File: config.mk
export PLATFORM = sky130hd
export DESIGN_NAME = sr_latch_arbiter_flat
export DESIGN_NICKNAME = d
export VERILOG_FILES = /design/src/rtl/sr_latch_arbiter_if.sv /design/src/rtl/sr_latch_arbiter.sv /design/src/flat_wrapper.sv
export SDC_FILE = /design/constraint.sdc
export NUM_CORES = 1
export LEC_CHECK = 0
export CAP_MARGIN = 15
export CORE_ASPECT_RATIO = 1.5
export CORE_MARGIN = 1
export CORE_UTILIZATION = 30
export CTS_BUF_LIST = sky130_fd_sc_hd__clkbuf_2 sky130_fd_sc_hd__clkbuf_4 sky130_fd_sc_hd__clkbuf_8
export CTS_CLUSTER_DIAMETER = 150
export DETAILED_ROUTE_END_ITERATION = 10
export SLEW_MARGIN = 40
export SYNTH_ARGS = -nofsm -noshare
export SYNTH_HDL_FRONTEND = slang
export SYNTH_SLANG_ARGS = --single-unit
File: constraint.sdc
create_clock -name clk -period 3.17 [get_ports clk]
set_input_delay 0.7925 -clock clk [delete_from_list [all_inputs] [get_ports clk]]
set_output_delay 0.7925 -clock clk [all_outputs]
set_load 0.01 [all_outputs]
File: src/rtl/sr_latch_arbiter_if.sv
// sr_latch_arbiter_if: requester handshake plus the S/R/Q/Qbar link to one
// sr_latch instance. The arbiter connects through the slave modport. The
// requester side, which also owns the latch, connects through the master
// modport.
interface sr_latch_arbiter_if #(
  parameter int N_REQ = 4
);
  logic [N_REQ-1:0] req;
  logic [N_REQ-1:0] op;
  logic [N_REQ-1:0] gnt;
  logic             done;
  logic             err;
  logic             S;
  logic             R;
  logic             Q;
  logic             Qbar;

  modport master (
    output req, op, Q, Qbar,
    input  gnt, done, err, S, R
  );

  modport slave (
    input  req, op, Q, Qbar,
    output gnt, done, err, S, R
  );
endinterface

File: src/rtl/sr_latch_arbiter.sv
// sr_latch_arbiter: shares one sr_latch flag between N_REQ requesters.
// A winner is granted from IDLE. Its set/clear op is latched, and S or R is
// pulsed for PULSE_W cycles. The registered Q/Qbar feedback is then checked
// for up to CHK_W cycles, and the operation ends with a one-cycle done or err
// pulse in DONE. S and R come from the same registered decode of op_q, so
// they are never high together.
//
// Configuration macro: SR_ARB_FIXED_PRIO_EN
//   defined   -> fixed priority, lowest index wins, no rotating pointer
//   undefined -> round-robin starting at rr_ptr (default)
module sr_latch_arbiter #(
  parameter int N_REQ   = 4,
  parameter int PULSE_W = 2,
  parameter int CHK_W   = 4
) (
  input  logic              clk,
  input  logic              rst,
  sr_latch_arbiter_if.slave bus
);

  localparam int IDX_W   = (N_REQ > 1) ? $clog2(N_REQ) : 1;
  localparam int CNT_MAX = (PULSE_W > CHK_W) ? PULSE_W : CHK_W;
  localparam int CNT_W   = $clog2(CNT_MAX + 1);
  localparam logic [N_REQ-1:0] GNT_ONE = {{(N_REQ-1){1'b0}}, 1'b1};

  typedef enum logic [1:0] {
    IDLE  = 2'd0,
    PULSE = 2'd1,
    CHECK = 2'd2,
    DONE  = 2'd3
  } state_t;

  state_t           state_r;
  logic [CNT_W-1:0] cnt_r;
  logic [IDX_W-1:0] win_r;
  logic             op_q_r;
  logic             settle_r;
  logic [N_REQ-1:0] gnt_r;
  logic             done_r;
  logic             err_r;
  logic             s_r;
  logic             r_r;
  logic             q_r;
  logic             qbar_r;
  logic [IDX_W-1:0] win_s;
  logic             any_req_s;
  logic             match_s;
`ifndef SR_ARB_FIXED_PRIO_EN
  logic [IDX_W-1:0] rr_ptr_r;
`endif

`ifdef SR_ARB_FIXED_PRIO_EN
  // Lowest-index active requester wins.
  function automatic logic [IDX_W-1:0] fixed_pick(input logic [N_REQ-1:0] req_v);
    logic [IDX_W-1:0] sel;
    sel = '0;
    for (int i = N_REQ - 1; i >= 0; i--) begin
      if (req_v[i[IDX_W-1:0]]) begin
        sel = i[IDX_W-1:0];
      end
    end
    return sel;
  endfunction
`else
  // First active requester at or above ptr, wrapping N_REQ-1 -> 0.
  function automatic logic [IDX_W-1:0] rr_pick(input logic [N_REQ-1:0] req_v,
                                               input logic [IDX_W-1:0] ptr);
    logic [IDX_W-1:0] sel;
    logic             hit;
    int               sum;
    int               idx;
    sel = '0;
    hit = 1'b0;
    for (int i = 0; i < N_REQ; i++) begin
      sum = int'(ptr) + i;
      idx = (sum >= N_REQ) ? (sum - N_REQ) : sum;
      if (!hit && req_v[idx[IDX_W-1:0]]) begin
        sel = idx[IDX_W-1:0];
        hit = 1'b1;
      end
    end
    return sel;
  endfunction
`endif

  // Winner selection and feedback comparison against the latched op.
  always_comb begin
    any_req_s = |bus.req;
`ifdef SR_ARB_FIXED_PRIO_EN
    win_s = fixed_pick(bus.req);
`else
    win_s = rr_pick(bus.req, rr_ptr_r);
`endif
    match_s = (q_r == op_q_r) && (qbar_r == ~op_q_r);
  end

  // Register the latch feedback, because the latch output is asynchronous to clk.
  always_ff @(posedge clk) begin
    if (rst) begin
      q_r    <= 1'b0;
      qbar_r <= 1'b0;
    end else begin
      q_r    <= bus.Q;
      qbar_r <= bus.Qbar;
    end
  end

  // Arbitration FSM: grant, pulse S/R, check feedback, report, release.
  always_ff @(posedge clk) begin
    if (rst) begin
      state_r  <= IDLE;
      cnt_r    <= '0;
      win_r    <= '0;
      op_q_r   <= 1'b0;
      settle_r <= 1'b0;
      gnt_r    <= '0;
      done_r   <= 1'b0;
      err_r    <= 1'b0;
      s_r      <= 1'b0;
      r_r      <= 1'b0;
`ifndef SR_ARB_FIXED_PRIO_EN
      rr_ptr_r <= '0;
`endif
    end else begin
      done_r <= 1'b0;
      err_r  <= 1'b0;
      case (state_r)
        IDLE: begin
          if (any_req_s) begin
            gnt_r   <= GNT_ONE << win_s;
            win_r   <= win_s;
            op_q_r  <= bus.op[win_s];
            s_r     <= bus.op[win_s];
            r_r     <= ~bus.op[win_s];
            cnt_r   <= '0;
            state_r <= PULSE;
          end else begin
            gnt_r <= '0;
            s_r   <= 1'b0;
            r_r   <= 1'b0;
            cnt_r <= '0;
          end
        end
        PULSE: begin
          if (cnt_r == CNT_W'(PULSE_W - 1)) begin
            s_r      <= 1'b0;
            r_r      <= 1'b0;
            cnt_r    <= '0;
            settle_r <= 1'b1;
            state_r  <= CHECK;
          end else begin
            cnt_r <= cnt_r + CNT_W'(1);
          end
        end
        CHECK: begin
          // The first CHECK cycle only lets q_r capture the post-pulse latch value.
          if (settle_r) begin
            settle_r <= 1'b0;
          end else if (match_s) begin
            done_r  <= 1'b1;
            state_r <= DONE;
          end else if (cnt_r == CNT_W'(CHK_W - 1)) begin
            err_r   <= 1'b1;
            state_r <= DONE;
          end else begin
            cnt_r <= cnt_r + CNT_W'(1);
          end
        end
        DONE: begin
          gnt_r   <= '0;
          cnt_r   <= '0;
          state_r <= IDLE;
`ifndef SR_ARB_FIXED_PRIO_EN
          rr_ptr_r <= (win_r == IDX_W'(N_REQ - 1)) ? '0 : (win_r + IDX_W'(1));
`endif
        end
        default: begin
          state_r  <= IDLE;
          gnt_r    <= '0;
          s_r      <= 1'b0;
          r_r      <= 1'b0;
          cnt_r    <= '0;
          settle_r <= 1'b0;
        end
      endcase
    end
  end

  assign bus.gnt  = gnt_r;
  assign bus.done = done_r;
  assign bus.err  = err_r;
  assign bus.S    = s_r;
  assign bus.R    = r_r;

endmodule

File: src/flat_wrapper.sv
// flat-port wrapper written by rule: the top's interface ports become plain ports
module sr_latch_arbiter_flat 
#(
  parameter int N_REQ   = 4,
  parameter int PULSE_W = 2,
  parameter int CHK_W   = 4
)
  (clk, rst, bus_req, bus_op, bus_Q, bus_Qbar, bus_gnt, bus_done, bus_err, bus_S, bus_R);
  sr_latch_arbiter_if #(.N_REQ(N_REQ)) bus_i ();
  input  logic clk;
  input  logic rst;
  input wire logic [$bits(bus_i.req)-1:0] bus_req;
  input wire logic [$bits(bus_i.op)-1:0] bus_op;
  input wire logic [$bits(bus_i.Q)-1:0] bus_Q;
  input wire logic [$bits(bus_i.Qbar)-1:0] bus_Qbar;
  output wire logic [$bits(bus_i.gnt)-1:0] bus_gnt;
  output wire logic [$bits(bus_i.done)-1:0] bus_done;
  output wire logic [$bits(bus_i.err)-1:0] bus_err;
  output wire logic [$bits(bus_i.S)-1:0] bus_S;
  output wire logic [$bits(bus_i.R)-1:0] bus_R;
  assign bus_i.req = bus_req;
  assign bus_i.op = bus_op;
  assign bus_i.Q = bus_Q;
  assign bus_i.Qbar = bus_Qbar;
  assign bus_gnt = bus_i.gnt;
  assign bus_done = bus_i.done;
  assign bus_err = bus_i.err;
  assign bus_S = bus_i.S;
  assign bus_R = bus_i.R;
  sr_latch_arbiter #(.N_REQ(N_REQ), .PULSE_W(PULSE_W), .CHK_W(CHK_W)) u_core (.clk(clk), .rst(rst), .bus(bus_i));
endmodule
Word-level counts from Yosys, hierarchy flattened
Index checks and enable logic that the tools add are counted.

word-level totals
  register bits = 21
  bits of input ports = 12
  output and inout bits = 8
  logic and storage cells = 113

cells by class
  add/sub/neg operators = 9
  magnitude comparators = 9
  eq/ne operators = 14
  shift-type cells = 1
  muxes and demuxes = 44
  bitwise logic cells = 3
  reduce and logical (&&, ||, !) cells = 20

operators with widths
  cell                 number
  $mux 2               14
  $lt 2x3->1 const B   5
  $mux 1               14
  $mux 3               4
  $bmux 1 s2           5
  $ge 3x3->1 const B   3
  $pmux 3 s3           1
  $pmux 2 s4           1
  $pmux 4 s2           1
  $reduce_or 4->1      2
  $sub 2x1->2 const B  4
  $add 2x2->3 const B  2
  $eq 2x2->1 const B   3
  $ne 2x2->1 const B   3
  $pmux 1 s2           3
  $reduce_and 2->1     3
  $reduce_bool 2->1    3
  $logic_and 1x1->1    4
  $mux 4               1
  $ne 2x1->1 const B   2
  $reduce_and 4->1     1
  $shl 1x2->4 const A  1
  $add 2x1->3 const B  1
  $add 3x1->3 const B  1
  13 further kinds     18

Logic depth before layout (Yosys ltp)
Gate-level depths: netlist of run 1.

  depth after elaboration = 19
  depth in mapped cells = 7
  mapped depth without buffers = 7

Worst setup path after synthesis of run 1
No wires, ideal clock.

  path type = input port to flip-flop
  start = input port bus_req[1]
  end = register u_core.r_r (netlist: u_core.bus.R)
  setup time = 122 ps
  arrival time = 1796 ps
  required time = 3048 ps
  path slack = 1252 ps
  stages on the path = 4
  path buffers = 0
  cell sequence = nor4_1 -> or3b_2 -> nor2_1 -> a221o_1

between the ends
  longest elaborated chain between the ends = 17
  elaborated cells on any way between the ends = 27
  those cells by class = 19 x mux; 1 x bitwise; 7 x reduce/logical

RTL lines
  element                       line                     source
  start: declaration            flat_wrapper.sv:12       input wire logic [$bits(bus_i.req)-1:0] bus_req;
  $bmux 1 s2                    sr_latch_arbiter.sv:77   if (!hit && req_v[idx[IDX_W-1:0]]) begin
  $mux 1 (implied by the code)  sr_latch_arbiter.sv:77
  $mux 1                        sr_latch_arbiter.sv:77
  $logic_not 1->1               sr_latch_arbiter.sv:77
  $logic_and 1x1->1             sr_latch_arbiter.sv:77
  $mux 1                        sr_latch_arbiter.sv:77
  $logic_not 1->1               sr_latch_arbiter.sv:77
  $logic_and 1x1->1             sr_latch_arbiter.sv:77
  $mux 1                        sr_latch_arbiter.sv:77
  $logic_not 1->1               sr_latch_arbiter.sv:77
  $logic_and 1x1->1             sr_latch_arbiter.sv:77
  $mux 2                        sr_latch_arbiter.sv:77
  $bmux 1 s2                    sr_latch_arbiter.sv:134  r_r <= ~bus.op[win_s];
  $mux 1 (implied by the code)  sr_latch_arbiter.sv:134
  $not 1->1                     sr_latch_arbiter.sv:134
  $mux 1 *                      sr_latch_arbiter.sv:129  if (any_req_s) begin
  $pmux 1 s2 *                  sr_latch_arbiter.sv:127  case (state_r)
  end signal: assignment        sr_latch_arbiter.sv:134
  end: declaration              sr_latch_arbiter.sv:42   logic r_r;

Every way passes the cells marked *; elsewhere a longest branch is shown, timed or not. The select of a mux whose other input is x is not followed.
A chain may end at the register's enable or synchronous reset.

Final worst setup path of run 1
Ends and elaborated chain as after synthesis.

==> results of run 1 <==
==> worst min-delay path by stage <==
stage / from / slack [ns] / to / depth (start not counted)
final: u_core.cnt_r[2] / 0.46 / u_core.cnt_r[2] / 2
after global routing: u_core.bus.gnt[2] / 0.50 / u_core.bus.gnt[2] / 2
after CTS: u_core.cnt_r[2] / 0.47 / u_core.cnt_r[2] / 2
after detailed placement: u_core.cnt_r[2] / 0.46 / u_core.cnt_r[2] / 2
after global placement: u_core.cnt_r[2] / 0.45 / u_core.cnt_r[2] / 2
after floorplan: u_core.cnt_r[2] / 0.44 / u_core.cnt_r[2] / 2
==> cell type report <==
class / count / area, um^2
Timing Repair Buffer: 20 / 198
Clock inverter: 1 / 5.00
Sequential cell: 21 / 420
Tap cell: 42 / 52.6
Fill cell: 334 / 2090
Clock buffer: 3 / 41.3
Inverter: 7 / 26.3
Multi-Input combinational cell: 98 / 644
==> power by group <==
group          leakage, nW  total, mW  internal (mW)  switching [mW]
combinational        0.312      0.408          0.190           0.218
clock               0.0255      0.177         0.0876          0.0892
sequential           0.172      0.355          0.316          0.0389
==> metrics by stage <==
stage / instance area (um^2) / total power [mW] / cells / setup WS (ns) / util
finish: 1390 / 0.939 / 192 / 0.765 / 0.399
global route: 1390 / 1.01 / 192 / 0.627 / 0.399
CTS: 1390 / 0.952 / 192 / 0.761 / 0.399
detailed placement: 1340 / 0.765 / 188 / 0.481 / 0.385
global placement: 1340 / 0.761 / 188 / 0.602 / 0.385
floorplan: 1110 / 0.643 / 129 / 1.25 / -
==> placed cells by master (no fill, tap or decap), types with 2 or more instances in the layout <==
| cell | n |
|---|---|
| nor2_1 | 16 |
| mux2i_1 | 5 |
| nand2_1 | 11 |
| nand3_1 | 2 |
| inv_1 | 7 |
| nor2b_1 | 4 |
| a21oi_1 | 12 |
| nor3b_1 | 2 |
| nand3b_1 | 3 |
| o22ai_1 | 2 |
| a32oi_1 | 2 |
| o22a_2 | 2 |
| clkbuf_8 | 3 |
| clkdlybuf4s50_1 | 19 |
| a221o_1 | 2 |
| nor3_1 | 3 |
| o21ai_0 | 2 |
| ha_1 | 8 |
| or3_1 | 3 |
| and2_1 | 2 |
| nand2b_1 | 4 |
| dfxtp_1 | 21 |
==> layer usage <==
layer	global-route usage	wire length (um)	vias to the layer above
met3	0.0240	76	5
li1	-	-	501
met5	0	0	-
met4	0.0486	34	0
met1	0.154	1050	474
met2	0.252	1340	22
==> worst register-to-register path, cell delays in order, from the launching register on <==
cell       delay [ns]
dfxtp_1          0.39
inv_1            0.08
ha_1             0.24
nor2b_1          0.15
or3b_2           0.50
a2111oi_2        0.25
a221o_1          0.16
==> kinds of logic (layout without fill, tap and decap cells) <==
| kind of cell | count (synthesis) | count (layout) | synth area share |
|---|---|---|---|
| compound gates | 31 | 31 | 0.197 |
| fa+ha+maj | 8 | 8 | 0.0902 |
| buf+inv | 10 | 31 | 0.0406 |
| flops | 21 | 21 | 0.379 |
| mux | 5 | 5 | 0.0451 |
| simple gates | 54 | 54 | 0.248 |
==> sequential cells by signal, summed over array words and instances, names as in the netlist <==
name             flops
u_core.bus.gnt       4
u_core.cnt_r         3
u_core.rr_ptr_r      2
u_core.state_r       2
u_core.win_r         2
u_core.bus.R         1
u_core.bus.S         1
u_core.bus.done      1
u_core.bus.err       1
u_core.op_q_r        1
u_core.q_r           1
u_core.qbar_r        1
u_core.settle_r      1
==> results.txt, run 1 <==
----------------------------------------------------
[Critical path]
  Endpoint type of the worst setup path ... flop
  Critical Path, Cell by Cell ... clkdlybuf4s50_1 > nor4_1 > or3b_2 > nor2_1 > a221o_1
  Crit-path leading delay family ... simple AND/OR/NAND/NOR gates
  Critical Path Sink ... u_core.bus.R
  CP Buf/Inv Count ... 1
  Maximum fanout count along the critical path ... 5
  Required time of the worst setup path ... 3.32 ns
  Total number of cells along the worst setup path ... 5
  Kind of launch point of the worst setup path ... input pin
  Critical R2R Capture ... u_core.bus.R
  Worst-path cell with the longest stage delay ... nor4_1
  Reg2reg start ... u_core.state_r[1]
  Signal arrival time at the worst endpoint ... 2.55 ns
  Delay of the slowest critical-path stage ... 0.59 ns
  Launching instance or port of the critical path ... bus_req[1]
  Internal reg-to-reg setup slack ... 1.34 ns
  Classification of the worst setup path ... input pin to flop
  Worst reg-to-reg path cell count ... 6

[Place]
  Final RePlAce weighted congestion ... 0.726
  Post-DP HPWL ... 1880 um
  Port Buffer Count ... 19

[Finish]
  Area added between synthesis and finish ... 25.0%
  Net count reported at finish ... 171
  Fraction of final layout cells sized beyond drive strength 1 ... 0.0600
  Diodes inserted ... 0

[Clock network]
  Post-CTS Hold Fix Bufs ... 0
  Clock transition at the registers of the reported paths ... 0.07 ns
  CTS Sinks ... 21
  Max Root-Sink Buffers ... 2
  TritonCTS clock tree ... yes
  Clock root buffer ... clkbuf_8
  Number of setup buffers added after CTS ... 0
  Clock buffers created by TritonCTS ... 3
  CTS H-tree depth ... 1
  Source-to-sink clock delay at the later pin of the worst-skew pair ... 0.26 ns
  Resize count post-CTS ... 0

[Timing]
  Number of endpoints with negative hold slack in the final report ... 0
  Final setup skew ... 0.00457 ns
  Setup violation total in the final timing report ... 0
  Fin crit period ... 2.41 ns
  Final max-slew violation count ... 0
  Highest attainable clock frequency ... 416 MHz
  Post-Route Hold Slack ... 0.464 ns
  Fin crit share ... 0.759
  Max_slew headroom ... 0.601
  Setup_tns ... 0 ns
  RSZ-0062 raised after global routing ... no
  Transition time at the pin with the least slew margin ... 0.592 ns

[Drt]
  WL/cell ... 13.0 um
  Drt first-iter violations ... 13
  Antenna-violating nets left ... 0
  Via count ... 1002
  Total Wirelength ... 2500 um
  Vias/cell ... 5.22
  Pre-Repair DR Iteration Count ... 4
  Number of remaining DRC errors ... 0

[Yosys]
  Number of cells produced by synthesis ... 129
  Post-synth top area share ... 0.379
  Synth cell types ... 35
  Fraction of registers with async set or reset after synthesis ... 0
  Post-Synthesis Mean Instance Area ... 8.60 um^2
  Flip-flop cell with the highest count after synthesis ... dfxtp_1
  Count leader, synth ... dfxtp_1
  Ys Warns ... 0
  Top cells by count, synth ... dfxtp_1, nor2_1, a21oi_1
  Post-synthesis sequential area ratio ... 0.379
  Cell types occupying the most area after synthesis ... dfxtp_1, ha_1, a21oi_1
  Cell area after technology mapping ... 1110 um^2
  Yosys reg bits ... 21
  Mapped Nets ... 149
  Number of flops mapped to enable cells by yosys ... 0
  Cell type with the largest total area after synthesis ... dfxtp_1

[Status]
  Status ... finished clean

[Floorplanning]
  I/O pin total ... 20
  Initial Util ... 0.319
  Full die area ... 3950 um^2
  Row Count ... 26
  Die Width ... 51.7 um
  Core Area ... 3480 um^2
  Die height ... 76.5 um

[Global routing]
  Wire length of the first global-routing pass ... 4240 um
  Largest net degree at the start of global routing ... 21
  Number of antenna violations at the first check in global routing ... 0
  Aggregate global-route resource usage ... 0.139
  Number of global-route vias before repair ... 969
  Congestion Overflow GR ... 0

[Pwr]
  Static leakage power ... 0.509 nW
  Power per unit of standard cell area ... 677 nW/um^2
  Largest vdd supply drop ... 446 uV

[Job]
  Max Cap Violations ... 0

[Worst hold path]
  Worst min path class ... flop to flop

----------------------------------------------------
No activity file was read; power rests on OpenSTA's default activity.
==> run 2: changes to the inputs <==
==> constraint.sdc (replaced) <==
create_clock -name clk -period 2.4 [get_ports clk]
set_input_delay 0.6 -clock clk [delete_from_list [all_inputs] [get_ports clk]]
set_output_delay 0.6 -clock clk [all_outputs]
set_load 0.01 [all_outputs]
==> results.txt, run 2 (synthesis results as in run 1) <==
----------------------------------------------------
[Pwr]
  Power per unit of standard cell area ... 876 nW/um^2 (+29%)
  Largest vdd supply drop ... 608 uV (+36%)
  Static leakage power ... 0.528 nW (+3.8%)

[Global routing]
  Wire length of the first global-routing pass ... 4240 um (unchanged)
  Congestion Overflow GR ... 0 (unchanged)
  Number of global-route vias before repair ... 957 (-1.2%)
  Number of antenna violations at the first check in global routing ... 0 (unchanged)
  Largest net degree at the start of global routing ... 21 (unchanged)
  Aggregate global-route resource usage ... 0.140 (+0.00175)

[Floorplanning]
  Die Width ... 51.7 um (unchanged)
  Row Count ... 26 (unchanged)
  Full die area ... 3950 um^2 (unchanged)
  Initial Util ... 0.319 (unchanged)
  I/O pin total ... 20 (unchanged)
  Die height ... 76.5 um (unchanged)
  Core Area ... 3480 um^2 (unchanged)

[Place]
  Final RePlAce weighted congestion ... 0.783 (+7.9%)
  Instance count after placement with tap cells included ... 192 (+2.1%)
  Placement-stage worst setup slack ... 0.0761 ns (-0.405 ns)
  Placed inst area ... 1370 um^2 (+2.2%)
  Port Buffer Count ... 19 (unchanged)
  Post-DP HPWL ... 1910 um (+1.7%)

[Timing]
  Transition time at the pin with the least slew margin ... 0.439 ns (-0.154 ns)
  Max_slew headroom ... 0.705 (+0.104)
  Final max-slew violation count ... 0 (unchanged)
  Setup_tns ... 0 ns (unchanged)
  Fin crit period ... 2.07 ns
  Final setup skew ... 0.00188 ns (-0.00269 ns)
  Post-Route Hold Slack ... 0.469 ns (+0.00572 ns)
  Setup violation total in the final timing report ... 0 (unchanged)
  Least setup slack across all paths after layout ... 0.327 ns (-0.438 ns)
  Number of endpoints with negative hold slack in the final report ... 0 (unchanged)
  Highest attainable clock frequency ... 482 MHz
  RSZ-0062 raised after global routing ... no
  Fin crit share ... 0.864

[Job]
  Max Cap Violations ... 0 (unchanged)

[Worst hold path]
  Worst hold path depth ... 2 (unchanged)
  Worst min path class ... flop to flop

[Clock network]
  Post-CTS Hold Fix Bufs ... 0 (unchanged)
  Clock transition at the registers of the reported paths ... 0.08 ns (about the same)
  Max Root-Sink Buffers ... 2 (unchanged)
  TritonCTS clock tree ... yes
  CTS H-tree depth ... 1 (unchanged)
  CTS Sinks ... 21 (unchanged)
  Resize count post-CTS ... 0 (unchanged)
  Number of setup buffers added after CTS ... 0 (unchanged)
  Clock root buffer ... clkbuf_8
  Source-to-sink clock delay at the later pin of the worst-skew pair ... 0.26 ns (about the same)
  Clock buffers created by TritonCTS ... 3 (unchanged)

[Drt]
  Number of remaining DRC errors ... 0 (unchanged)
  Antenna-violating nets left ... 0 (unchanged)
  Total Wirelength ... 2480 um (-0.88%)
  WL/cell ... 12.7 um (-2.9%)
  Via count ... 997 (-0.50%)
  Vias/cell ... 5.09 (-2.5%)
  Drt first-iter violations ... 18 (+5)
  Pre-Repair DR Iteration Count ... 4 (unchanged)

[Finish]
  Final standard cell count with taps included and fillers excluded ... 196 (+2.1%)
  Area added between synthesis and finish ... 27.7%
  Flip-flop count of the largest register, all copies and words added ... 4 (unchanged)
  Post-layout instance area ... 1420 um^2 (+2.2%)
  Commonest non-fill, non-tap cell in the layout ... dfxtp_1
  Fraction of final layout cells sized beyond drive strength 1 ... 0.0844 (+0.0244)
  Commonest non-fill, non-tap cells in the layout ... dfxtp_1, clkdlybuf4s50_1, nor2_1, a21oi_1, nand2_1
  Diodes inserted ... 0 (unchanged)
  Net count reported at finish ... 175 (+2.3%)

[Critical path]
  Maximum fanout count along the critical path ... 5 (unchanged)
  Worst reg-to-reg path cell count ... 6 (unchanged)
  Classification of the worst setup path ... input pin to flop
  Required time of the worst setup path ... 2.59 ns (-0.73 ns)
  Signal arrival time at the worst endpoint ... 2.26 ns (-0.29 ns)
  Kind of launch point of the worst setup path ... input pin
  Endpoint type of the worst setup path ... flop

[Status]
  Status ... finished clean

----------------------------------------------------
==> run 2: report_power, final <==
part | switching, mW | total, mW | internal, mW
registers | 0.0508 | 0.468 | 0.417
logic | 0.287 | 0.542 | 0.255
clock network | 0.116 | 0.232 | 0.116
total | 0.455 | 1.24 | 0.788
==> run 2: layout make-up <==
cell class | instances | area [um^2]
Tap cell | 42 | 52.6
Sequential cell | 21 | 420
Inverter | 7 | 26.3
Clock inverter | 1 | 5.00
Clock buffer | 3 | 41.3
Fill cell | 369 | 2060
Multi-Input combinational cell | 98 | 644
Timing Repair Buffer | 24 | 228
==> run 2: through the flow <==
stage | utilization | total power [mW]
floorplan | - | 0.849
global placement | 0.394 | 1.01
detailed placement | 0.394 | 1.02
CTS | 0.407 | 1.26
global route | 0.407 | 1.35
finish | 0.407 | 1.24
==> run 2: layer usage <==
layer	track usage	share of wire
met3	0.0240	0.040
met4	0.0649	0.018
met2	0.240	0.51
met1	0.163	0.43
met5	0	0
==> run 2: critical path: stages <==
cell,delay (ns)
clkdlybuf4s50_1,0.56
nor4_1,0.09
buf_4,0.15
or3b_2,0.49
a211o_1,0.28
o211ai_1,0.09
==> run 2: final timing paths <==
kind                                        start         endpoint  slack (ns)
worst max-delay path                   bus_req[0]     u_core.bus.S        0.33
worst min-delay path              u_core.cnt_r[2]  u_core.cnt_r[2]        0.47
worst max register to register  u_core.state_r[1]     u_core.bus.S        0.61
worst min register to register    u_core.cnt_r[2]  u_core.cnt_r[2]        0.47
==> run 3: changes to the inputs <==
==> constraint.sdc (replaced) <==
create_clock -name clk -period 1.9 [get_ports clk]
set_input_delay 0.475 -clock clk [delete_from_list [all_inputs] [get_ports clk]]
set_output_delay 0.475 -clock clk [all_outputs]
set_load 0.01 [all_outputs]
==> results.txt, run 3 (synthesis results as in run 1) <==
----------------------------------------------------
[Timing]
  Max_slew headroom ... 0.707 (+0.00152)
  Post-Route Hold Slack ... 0.470 ns (+0.000107 ns)
  Highest attainable clock frequency ... 556 MHz
  Final setup skew ... 0.00256 ns (+0.000682 ns)
  Transition time at the pin with the least slew margin ... 0.436 ns (-0.00226 ns)
  Number of endpoints with negative hold slack in the final report ... 0 (unchanged)
  Setup violation total in the final timing report ... 0 (unchanged)
  Least setup slack across all paths after layout ... 0.101 ns (-0.226 ns)
  Fin crit period ... 1.80 ns
  Final max-slew violation count ... 0 (unchanged)
  RSZ-0062 raised after global routing ... no
  Fin crit share ... 0.947
  Setup_tns ... 0 ns (unchanged)

[Status]
  Status ... finished clean

[Clock network]
  Clock transition at the registers of the reported paths ... 0.08 ns (about the same)
  Clock root buffer ... clkbuf_8
  CTS Sinks ... 21 (unchanged)
  CTS H-tree depth ... 1 (unchanged)
  Max Root-Sink Buffers ... 2 (unchanged)
  TritonCTS clock tree ... yes
  Clock buffers created by TritonCTS ... 3 (unchanged)
  Number of setup buffers added after CTS ... 0 (unchanged)
  Source-to-sink clock delay at the later pin of the worst-skew pair ... 0.26 ns (about the same)

[Job]
  Max Cap Violations ... 0 (unchanged)

[Finish]
  Final standard cell count with taps included and fillers excluded ... 203 (+3.6%)
  Commonest non-fill, non-tap cell in the layout ... dfxtp_1
  Diodes inserted ... 0 (unchanged)
  Post-layout instance area ... 1510 um^2 (+6.7%)
  Number of fill cells in the layout ... 344 (-6.8%)
  Area added between synthesis and finish ... 36.3%
  Commonest non-fill, non-tap cells in the layout ... dfxtp_1, nor2_1, clkdlybuf4s50_1, buf_4
  Flip-flop count of the largest register, all copies and words added ... 4 (unchanged)
  Utilization after layout ... 0.435 (+0.0273)
  Net count reported at finish ... 182 (+4.0%)
  Fraction of final layout cells sized beyond drive strength 1 ... 0.155 (+0.0709)

[Floorplanning]
  Full die area ... 3950 um^2 (unchanged)
  Die height ... 76.5 um (unchanged)
  I/O pin total ... 20 (unchanged)
  Row Count ... 26 (unchanged)
  Die Width ... 51.7 um (unchanged)
  Core Area ... 3480 um^2 (unchanged)
  Initial Util ... 0.319 (unchanged)

[Global routing]
  Wire length of the first global-routing pass ... 4240 um (unchanged)
  Number of global-route vias before repair ... 1010 (+5.5%)
  Largest net degree at the start of global routing ... 21 (unchanged)
  Number of antenna violations at the first check in global routing ... 0 (unchanged)
  Aggregate global-route resource usage ... 0.140 (about the same)
  Congestion Overflow GR ... 0 (unchanged)

[Critical path]
  Signal arrival time at the worst endpoint ... 1.97 ns (-0.29 ns)
  Classification of the worst setup path ... input pin to flop
  Maximum fanout count along the critical path ... 3 (-2)
  Required time of the worst setup path ... 2.07 ns (-0.52 ns)
  Endpoint type of the worst setup path ... flop
  Kind of launch point of the worst setup path ... input pin
  Worst reg-to-reg path cell count ... 5 (-1)

[Pwr]
  Largest vdd supply drop ... 417 uV (-31%)
  Power Internal ... 1.03 mW (+31%)
  Overall Power ... 1.63 mW (+31%)
  Share of total power in the clock network ... 0.183 (-0.004)
  Logic pwr share ... 0.451 (+0.015)
  Flop pwr share ... 0.366 (-0.011)
  Power per unit of standard cell area ... 1080 nW/um^2 (+23%)
  Net switching power ... 0.600 mW (+32%)
  Static leakage power ... 0.594 nW (+13%)
  Switching portion of total power ... 0.368 (+0.00179)

[Place]
  Placement-stage worst setup slack ... -0.282 ns (-0.358 ns)
  Port Buffer Count ... 19 (unchanged)
  Instance count after placement with tap cells included ... 199 (+3.6%)
  Final RePlAce weighted congestion ... 0.785 (+0.26%)
  Post-DP HPWL ... 2050 um (+7.3%)
  Placed inst area ... 1420 um^2 (+3.8%)

[Drt]
  Pre-Repair DR Iteration Count ... 3 (-1)
  Via count ... 1043 (+4.6%)
  Vias/cell ... 5.14 (+1.0%)
  WL/cell ... 13.3 um (+5.3%)
  Total Wirelength ... 2700 um (+9.0%)
  Number of remaining DRC errors ... 0 (unchanged)
  Drt first-iter violations ... 18 (unchanged)
  Antenna-violating nets left ... 0 (unchanged)

[Worst hold path]
  Worst hold path depth ... 2 (unchanged)
  Worst min path class ... flop to flop

----------------------------------------------------
==> run 3: critical path: stages <==
cell and delay [ns]:
clkdlybuf4s50_1 0.49, nor4_2 0.06, buf_4 0.14, buf_4 0.13, a221o_1 0.37, a221oi_1 0.30
==> run 3: metal layers <==
| metal | share of wire | up-vias | track usage |
|---|---|---|---|
| met5 | 0 | - | 0 |
| met4 | 0.027 | 0 | 0.0757 |
| met3 | 0.036 | 7 | 0.0160 |
| met2 | 0.51 | 18 | 0.256 |
| met1 | 0.43 | 493 | 0.148 |
| li1 | - | 525 | - |
==> run 3: final cells by class <==
class,instances,area (um^2),area share
clock inverters,1,5.00,0.00331
multi-input cells,98,678,0.448
well taps,42,52.6,0.0347
inverters,7,26.3,0.0174
repair buffers,31,288,0.190
flip-flops and latches,21,422,0.279
clock buffers,3,41.3,0.0273
==> run 3: worst paths after layout <==
| path | startpoint | end | slack (ns) |
|---|---|---|---|
| max | bus_req[3] | u_core.state_r[0] | 0.10 |
| min | u_core.bus.gnt[2] | u_core.bus.gnt[2] | 0.47 |
| max reg2reg | u_core.rr_ptr_r[1] | u_core.bus.R | 0.15 |
| min reg2reg | u_core.bus.gnt[2] | u_core.bus.gnt[2] | 0.47 |
==> run 3: repair_timing <==
item                       CTS  global route
setup endpoints to repair    0             7
hold endpoints to repair     0             0
hold buffers                 0             0
resized for setup            0            10
==> run 3: power groups by stage <==
stage          combinational (mW)  sequential (mW)  clock [mW]
2_1_floorplan               0.472            0.601           0
4_1_cts                     0.713            0.594       0.310
3_3_place_gp                0.685            0.597           0
5_1_grt                     0.825            0.605       0.326
6_report                    0.735            0.597       0.299
3_5_place_dp                0.705            0.603           0
